$ cat src/rtl/ulpi_phy_emu.sv
// PHY-side ULPI responder standing in for the USB3300: answers register
// accesses, forwards link transmit packets and injects receive traffic.
module ulpi_phy_emu #(
    parameter logic [7:0]  VENDOR_ID = 8'h24,
    parameter int unsigned RX_GAP    = 0
) (
    input  logic       clk_i,
    input  logic       rst_i,
    input  logic [7:0] ulpi_data_i,
    output logic [7:0] ulpi_data_o,
    output logic       ulpi_dir_o,
    output logic       ulpi_nxt_o,
    input  logic       ulpi_stp_i,
    input  logic [1:0] linestate_i,
    input  logic [7:0] rx_data_i,
    input  logic       rx_valid_i,
    input  logic       rx_last_i,
    output logic       rx_ready_o,
    output logic [7:0] tx_data_o,
    output logic       tx_valid_o,
    output logic       tx_last_o,
    output logic [7:0] func_ctrl_o,
    output logic [7:0] otg_ctrl_o
);

    typedef enum logic [3:0] {
        IDLE, WR_DATA, WR_STP, RD_NXT, RD_TURN, RD_DATA, RD_BACK, TX,
        RX_TURN, RX_BYTES, RX_END, CMD_TURN, CMD_OUT, BACK
    } state_t;

    localparam logic [7:0] GAP = 8'(RX_GAP);

    state_t     state_q, state_d;
    logic [5:0] addr_q;
    logic [7:0] wr_byte_q;
    logic [7:0] tx_hold_q;
    logic [1:0] ls_rep_q;
    logic [7:0] gap_cnt_q;
    logic       rx_last_seen_q;

    logic       ls_changed;
    logic       rx_accept;
    logic [7:0] rd_value;
    logic       dir_d, nxt_d, rx_ready_d, tx_valid_d, tx_last_d;
    logic [7:0] data_d, tx_data_d;

    assign ls_changed = (linestate_i != ls_rep_q);
    assign rx_accept  = rx_valid_i && (gap_cnt_q >= GAP) &&
                        ((state_q == RX_TURN) || ((state_q == RX_BYTES) && !rx_last_seen_q));

    always_comb begin
        rd_value = 8'h00;
        case (addr_q)
            6'h00:               rd_value = VENDOR_ID;
            6'h04, 6'h05, 6'h06: rd_value = func_ctrl_o;
            6'h0A, 6'h0B, 6'h0C: rd_value = otg_ctrl_o;
            default:             rd_value = 8'h00;
        endcase
    end

    always_ff @(posedge clk_i) begin
        if (!rst_i) begin
            state_q <= IDLE;
        end else begin
            state_q <= state_d;
        end
    end

    // Receive injection wins over a pending linestate report, which wins over the link's TX CMD.
    always_comb begin
        state_d = state_q;
        case (state_q)
            IDLE: begin
                if (rx_valid_i) begin
                    state_d = RX_TURN;
                end else if (ls_changed) begin
                    state_d = CMD_TURN;
                end else begin
                    case (ulpi_data_i[7:6])
                        2'b01:   state_d = TX;
                        2'b10:   state_d = WR_DATA;
                        2'b11:   state_d = RD_NXT;
                        default: state_d = IDLE;
                    endcase
                end
            end
            WR_DATA:  state_d = WR_STP;
            WR_STP:   state_d = IDLE;
            RD_NXT:   state_d = RD_TURN;
            RD_TURN:  state_d = RD_DATA;
            RD_DATA:  state_d = RD_BACK;
            RD_BACK:  state_d = IDLE;
            TX:       state_d = ulpi_stp_i ? IDLE : TX;
            RX_TURN:  state_d = RX_BYTES;
            RX_BYTES: state_d = rx_last_seen_q ? RX_END : RX_BYTES;
            RX_END:   state_d = BACK;
            CMD_TURN: state_d = CMD_OUT;
            CMD_OUT:  state_d = BACK;
            BACK:     state_d = IDLE;
            default:  state_d = IDLE;
        endcase
    end

    // Outputs are registered, so their next values are decoded from the state being entered.
    always_comb begin
        dir_d      = 1'b0;
        nxt_d      = 1'b0;
        data_d     = 8'h00;
        rx_ready_d = 1'b0;
        tx_valid_d = 1'b0;
        tx_last_d  = 1'b0;
        tx_data_d  = 8'h00;
        case (state_d)
            WR_DATA, RD_NXT, TX: nxt_d = 1'b1;
            RD_TURN, CMD_TURN:   dir_d = 1'b1;
            RD_DATA: begin
                dir_d  = 1'b1;
                data_d = rd_value;
            end
            RX_TURN: begin
                dir_d = 1'b1;
                nxt_d = 1'b1;
            end
            RX_BYTES: begin
                dir_d = 1'b1;
                if (rx_accept) begin
                    nxt_d      = 1'b1;
                    data_d     = rx_data_i;
                    rx_ready_d = 1'b1;
                end else begin
                    data_d = {2'b00, 2'b01, 2'b11, linestate_i};
                end
            end
            RX_END, CMD_OUT: begin
                dir_d  = 1'b1;
                data_d = {2'b00, 2'b00, 2'b11, linestate_i};
            end
            default: ;
        endcase
        if (state_q == TX) begin
            tx_valid_d = 1'b1;
            tx_data_d  = tx_hold_q;
            tx_last_d  = ulpi_stp_i;
        end
    end

    always_ff @(posedge clk_i) begin
        if (!rst_i) begin
            ulpi_dir_o     <= 1'b0;
            ulpi_nxt_o     <= 1'b0;
            ulpi_data_o    <= 8'h00;
            rx_ready_o     <= 1'b0;
            tx_valid_o     <= 1'b0;
            tx_last_o      <= 1'b0;
            tx_data_o      <= 8'h00;
            func_ctrl_o    <= 8'h41;
            otg_ctrl_o     <= 8'h06;
            addr_q         <= 6'h00;
            wr_byte_q      <= 8'h00;
            tx_hold_q      <= 8'h00;
            ls_rep_q       <= linestate_i;
            gap_cnt_q      <= 8'h00;
            rx_last_seen_q <= 1'b0;
        end else begin
            ulpi_dir_o  <= dir_d;
            ulpi_nxt_o  <= nxt_d;
            ulpi_data_o <= data_d;
            rx_ready_o  <= rx_ready_d;
            tx_valid_o  <= tx_valid_d;
            tx_last_o   <= tx_last_d;
            tx_data_o   <= tx_data_d;

            if (state_q == IDLE) begin
                addr_q <= ulpi_data_i[5:0];
            end
            if ((state_q == IDLE) || (state_q == TX)) begin
                tx_hold_q <= ulpi_data_i;
            end
            if (state_q == WR_DATA) begin
                wr_byte_q <= ulpi_data_i;
            end

            if ((state_q == WR_STP) && ulpi_stp_i) begin
                case (addr_q)
                    6'h04:   func_ctrl_o <= wr_byte_q;
                    6'h05:   func_ctrl_o <= func_ctrl_o | wr_byte_q;
                    6'h06:   func_ctrl_o <= func_ctrl_o & ~wr_byte_q;
                    6'h0A:   otg_ctrl_o  <= wr_byte_q;
                    6'h0B:   otg_ctrl_o  <= otg_ctrl_o | wr_byte_q;
                    6'h0C:   otg_ctrl_o  <= otg_ctrl_o & ~wr_byte_q;
                    default: ;
                endcase
            end

            if (state_d == CMD_OUT) begin
                ls_rep_q <= linestate_i;
            end

            // The gap counter starts saturated so the first byte can follow the turnaround directly.
            if (state_d == RX_TURN) begin
                gap_cnt_q      <= GAP;
                rx_last_seen_q <= 1'b0;
            end else if (rx_accept) begin
                gap_cnt_q      <= 8'h00;
                rx_last_seen_q <= rx_last_i;
            end else if ((state_q == RX_BYTES) && (gap_cnt_q != 8'hFF)) begin
                gap_cnt_q <= gap_cnt_q + 8'h01;
            end
        end
    end

endmodule
$ cat config.mk
export PLATFORM = sky130hd
export DESIGN_NAME = ulpi_phy_emu
export DESIGN_NICKNAME = d
export VERILOG_FILES = /design/src/rtl/ulpi_phy_emu.sv
export SDC_FILE = /design/constraint.sdc
export NUM_CORES = 1
export LEC_CHECK = 0
export ABC_AREA = 1
export CAP_MARGIN = 15
export CORE_MARGIN = 2
export CORE_UTILIZATION = 45
export DETAILED_ROUTE_END_ITERATION = 6
export PLACE_DENSITY = 0.79
export SYNTH_ARGS = -nofsm -noshare
export SYNTH_HDL_FRONTEND = slang
export SYNTH_SLANG_ARGS = --single-unit
$ cat constraint.sdc
create_clock -name clk_i -period 1.7 [get_ports clk_i]
set_input_delay 0.34 -clock clk_i [delete_from_list [all_inputs] [get_ports clk_i]]
set_output_delay 0.34 -clock clk_i [all_outputs]
set_load 0.02 [all_outputs]
# [Word-level counts from Yosys, hierarchy flattened]
# Cells that the tools add are included.
[op_classes] add_sub_neg=1 n_mul=0 div_mod_pow=0 order_cmp=1 eq_ne=33 shifts=0 n_mux=17 bitwise=6 reduce_logical=24
[ops] op="$pmux W8 S3" count=4
[ops] op="$eq A4 B4 Y1 const B" count=10
[ops] op="$pmux W4 S10" count=1
[ops] op="$eq A4 B3 Y1 const B" count=6
[ops] op="$eq A6 B3 Y1 const B" count=3
[ops] op="$eq A6 B4 Y1 const B" count=3
[ops] op="$and A8 B8 Y8" count=2
[ops] op="$or A8 B8 Y8" count=2
[ops] op="$eq A4 B2 Y1 const B" count=3
[ops] op="$pmux W3 S3" count=1
[ops] op="$reduce_or A3 Y1" count=3
[ops] op="$add A8 B1 Y8 const B" count=1
[ops] op="$eq A4 B1 Y1 const B" count=2
[ops] op="$ge A8 B1 Y1 const B" count=1
[ops] op="$mux W4" count=2
[ops] op="$mux W8" count=1
[ops] op="$ne A8 B8 Y1 const B" count=1
[ops] op="$not A8 Y8" count=1
[ops] op="$reduce_and A2 Y1" count=4
[ops] op="$reduce_or A7 Y1" count=1
[ops] op="$logic_not A6 Y1" count=1
[ops] op="$mux W2" count=3
[ops] op="$reduce_bool A3 Y1" count=2
[ops] op="$reduce_or A2 Y1" count=3
[ops] op="13 further kinds" count=21
[word_totals] reg_bits=74 latchBits=0 ram_bits=0 rom_bits=0 in_bits=23 out_inout_bits=37 mem_count=0

# [Depth between registers and ports, before layout]
[depth] depth_word=8 depth_mapped=10 mapped_depth_nobuf=10

# [Worst setup path before layout]
# No wires, ideal clock.
[synth_timing] path_type="register to register" startpoint="register state_q[1]" endpoint="register func_ctrl_o[1]" setup_ns=0.120 t_arrival_ns=1.166 t_required_ns=1.580 path_slack_ns=0.414 stages_incl_launch_ff=9 path_buffers=1 period_less_slack_ns=1.286 cell_sequence="dfxtp_1 -> inv_2 -> nor2_2 -> nand3_1 -> nor2_1 -> buf_4 -> nand2_1 -> o21ai_0 -> a21oi_1"
[synth_between] elab_chain_cells=3
[synth_lines] item="from (decl)" line="33" rtl="state_t state_q, state_d;"
[synth_lines] item="from (signal assigned)" line="65" rtl="state_q <= state_d;"
[synth_lines] item="$eq A4 B2 Y1" line="183" rtl="if ((state_q == WR_STP) && ulpi_stp_i) begin"
[synth_lines] item="$logic_and A1 B1 Y1" line="183"
[synth_lines] item="$reduce_and A2 Y1 (no line)"
[synth_lines] item="to (signal assigned)" line="185" rtl="6'h04: func_ctrl_o <= wr_byte_q;"
[synth_lines] item="to (signal assigned)" line="186" rtl="6'h05: func_ctrl_o <= func_ctrl_o | wr_byte_q;"
[synth_lines] item="to (signal assigned)" line="187" rtl="6'h06: func_ctrl_o <= func_ctrl_o & ~wr_byte_q;"
[synth_lines] item="to (decl)" line="22" rtl="output logic [7:0] func_ctrl_o,"
# No other way between the ends.
# A chain may end at the register's enable or synchronous reset.

# [Final worst setup path]
[layout_timing] startpoint="register otg_ctrl_o[4]" endpoint="output otg_ctrl_o[4]"
[layout_lines] item="from (decl)" line="23" rtl="output logic [7:0] otg_ctrl_o"
[layout_lines] item="from (signal assigned)" line="188" rtl="6'h0A: otg_ctrl_o <= wr_byte_q;"
[layout_lines] item="from (signal assigned)" line="189" rtl="6'h0B: otg_ctrl_o <= otg_ctrl_o | wr_byte_q;"
[layout_lines] item="from (signal assigned)" line="190" rtl="6'h0C: otg_ctrl_o <= otg_ctrl_o & ~wr_byte_q;"
# No word-level cell between the ends.

==> metrics.cfg <==
[worst_setup_path]
path_cells=clkdlybuf4s50_1
crit_family=buffers and inverters
cp_slowest_cell=clkdlybuf4s50_1
path_buf_inv=1
path_max_fanout=3
path_class=reg -> out
required_ns=1.36
critPathMaxStageDelay_ns=0.61
startpoint_type=flop
critPathCaptureType=primary output
worstPathArrival_ns=1.30

[clocking]
cts_made_buffers=9
clock_path_buffers=2
cts_max_level=3
clk_pin_slew_worst_paths_ns=0.08
cts-root-buf=clkbuf_8
cts_tree=done
worstSkewPairLatency_ns=0.35
cts_sinks=66

[yosys]
synthCells=393
synthTopCellsByCount=90 x nand2_1, 64 x dfxtp_1, 61 x nor2_1
synth_area_um2=2820
ys_ff_latch=66
synth_edf_count=2
synthArstFlopShare_pct=0
yosysMostFrequentCell=nand2_1
syn_avg_cell_area_um2=7.18
ys.flop_type=dfxtp_1
yosys-top-cells-area=dfxtp_1 45%, nand2_1 12%, nor2_1 8.1%
syn_nets=416
synth_top_area_share_pct=45.4
synth_cell_types=26
yosys.area.top_type=dfxtp_1
yosys_warnings=0
yosysSeqAreaShare_pct=47.5

[sta]
tightest_slew_ns=0.370
relSlewSlack_pct=75.1
fmax_mhz=608
fin_crit_ns=1.64
timing.final.hold_violations=0
timing.final.crit_share_pct=96.7
maxSlewViolCount=0
setup_ws_ns=0.0557
rsz0062_at_grt=false
finClkSkew_ns=0.00767
finalSetupViolCount=0

[layout]
drive_above_1_share_pct=10.0
final_cell_area_um2=3820
fillers=505
instances_no_fill=543
nNetsFinal=486
num_antenna_cells=0
multi_input_area_um2=1280
syn_to_final_growth_pct=35.5
register_area_um2=1340

[placement]
gp_congestion=0.924
numPortBuffers=59
placedCellCount=525
dp_slack_ns=-0.0407
dp.final_hpwl_mm=4.90
postPlaceCellArea_um2=3520

[floorplanning]
die_y_um=83.2
rows=28
start_util_pct=47.1
core_area_um2=5990
io-pin-count=60
die_area_um2=6920
die_width_um=83.2

[detailed_routing]
drc=0
vias_per_cell=5.07
wl_mm=6.73
wire_per_inst_um=12.4
vias=2751
first_pass_iters=4
ant_nets=0
first_iter_violations=199

[hold_path]
hp-class=reg -> reg

[grt]
antenna_found_initial=0
grt_pass1_vias=2459
grt_pass1_wl_mm=11.2
overflow=0
grt_max_degree=32
grt_usage_pct=19.9

[pwr]
p_leak_nw=1.79
power.total_w=0.00581
p_per_area_nw_per_um2=1520
max-vdd-ir-drop_mv=0.890

[status]
outcome=complete, no violations

[job]
maxCapViolCount=0

## kinds of logic after synthesis
group                  count (synthesis)  share of synthesized area (%)
buffers and inverters                 50                           7.18
and+or+nand+nor                      195                           30.4
AOI/OAI and AO/OA                     82                           14.9
DFF                                   66                           47.5
## layout make-up
class,instances,area share (%)
clock inverters,7,3.27
clock buffers,9,3.24
inverters,41,4.02
well taps,75,2.45
multi-input cells,277,33.6
repair buffers,68,18.4
flip-flops and latches,66,35.1
## power breakdown
group | internal (W) | switching [W]
registers | 0.00191 | 0.000261
logic | 0.000717 | 0.00129
clock network | 0.000989 | 0.000640
## sequential cells by signal, indices dropped and copies added (netlist names)
| register | cells |
|---|---|
| rx_ready_o | 1 |
| ls_rep_q | 2 |
| func_ctrl_o | 8 |
| tx_data_o | 8 |
| state_q | 4 |
| otg_ctrl_o | 8 |
| tx_hold_q | 8 |
| ulpi_dir_o | 1 |
| ulpi_nxt_o | 1 |
| rx_last_seen_q | 1 |
| addr_q | 6 |
| wr_byte_q | 8 |
| ulpi_data_o | 8 |
| tx_valid_o | 1 |
| tx_last_o | 1 |
## per-layer routing
metal	track usage, %	up-vias	wire length, um	part of all wire [%]
li1	-	1412	-	-
met1	25.3	1248	3100	46
met2	32.1	83	3110	46
met3	6.36	8	415	6.2
met4	6.71	0	104	1.5
met5	0	-	0	0
## cells in the final DEF (no fill, tap or decap), drive strengths merged
cell type / count
nand3: 26
a21oi: 42
nand2: 92
dfxtp: 64
dlygate4sd2: 1
o21ai: 40
nor2: 67
dlymetal6s2s: 13
clkinv: 3
buf: 9
nor4: 1
edfxtp: 2
clkdlybuf4s50: 45
bufinv: 3
clkbuf: 9
inv: 42
nand4: 5
nand3b: 2
nor3: 2
## per-stage QoR
| stage | util, % | hold WS (ns) | setup TNS [ns] |
|---|---|---|---|
| after detailed placement | 58.8 | 0.428 | -0.139 |
| after global routing | 63.8 | 0.458 | 0 |
| after floorplan | - | 0.416 | 0 |
| after CTS | 62.9 | 0.439 | 0 |
| after global placement | 58.8 | 0.429 | 0 |
| final | 63.8 | 0.436 | 0 |
## final timing paths
path / end / start / depth (start not counted) / slack [ns]
min reg2reg: tx_data_o[4] / tx_hold_q[4] / 2 / 0.44
max reg2reg: func_ctrl_o[6] / state_q[1] / 8 / 0.17
min: tx_data_o[4] / tx_hold_q[4] / 2 / 0.44
max: otg_ctrl_o[4] / otg_ctrl_o[4] / 1 / 0.06
## timing repair
action                                  CTS  global route
buffers inserted                          0             2
pin swaps                                 0             0
hold buffers                              0             0
gates resized for setup                   1            16
endpoints found under the setup margin    1            29
hold endpoints to repair                  0             0
(Power assumes the default switching activity.)
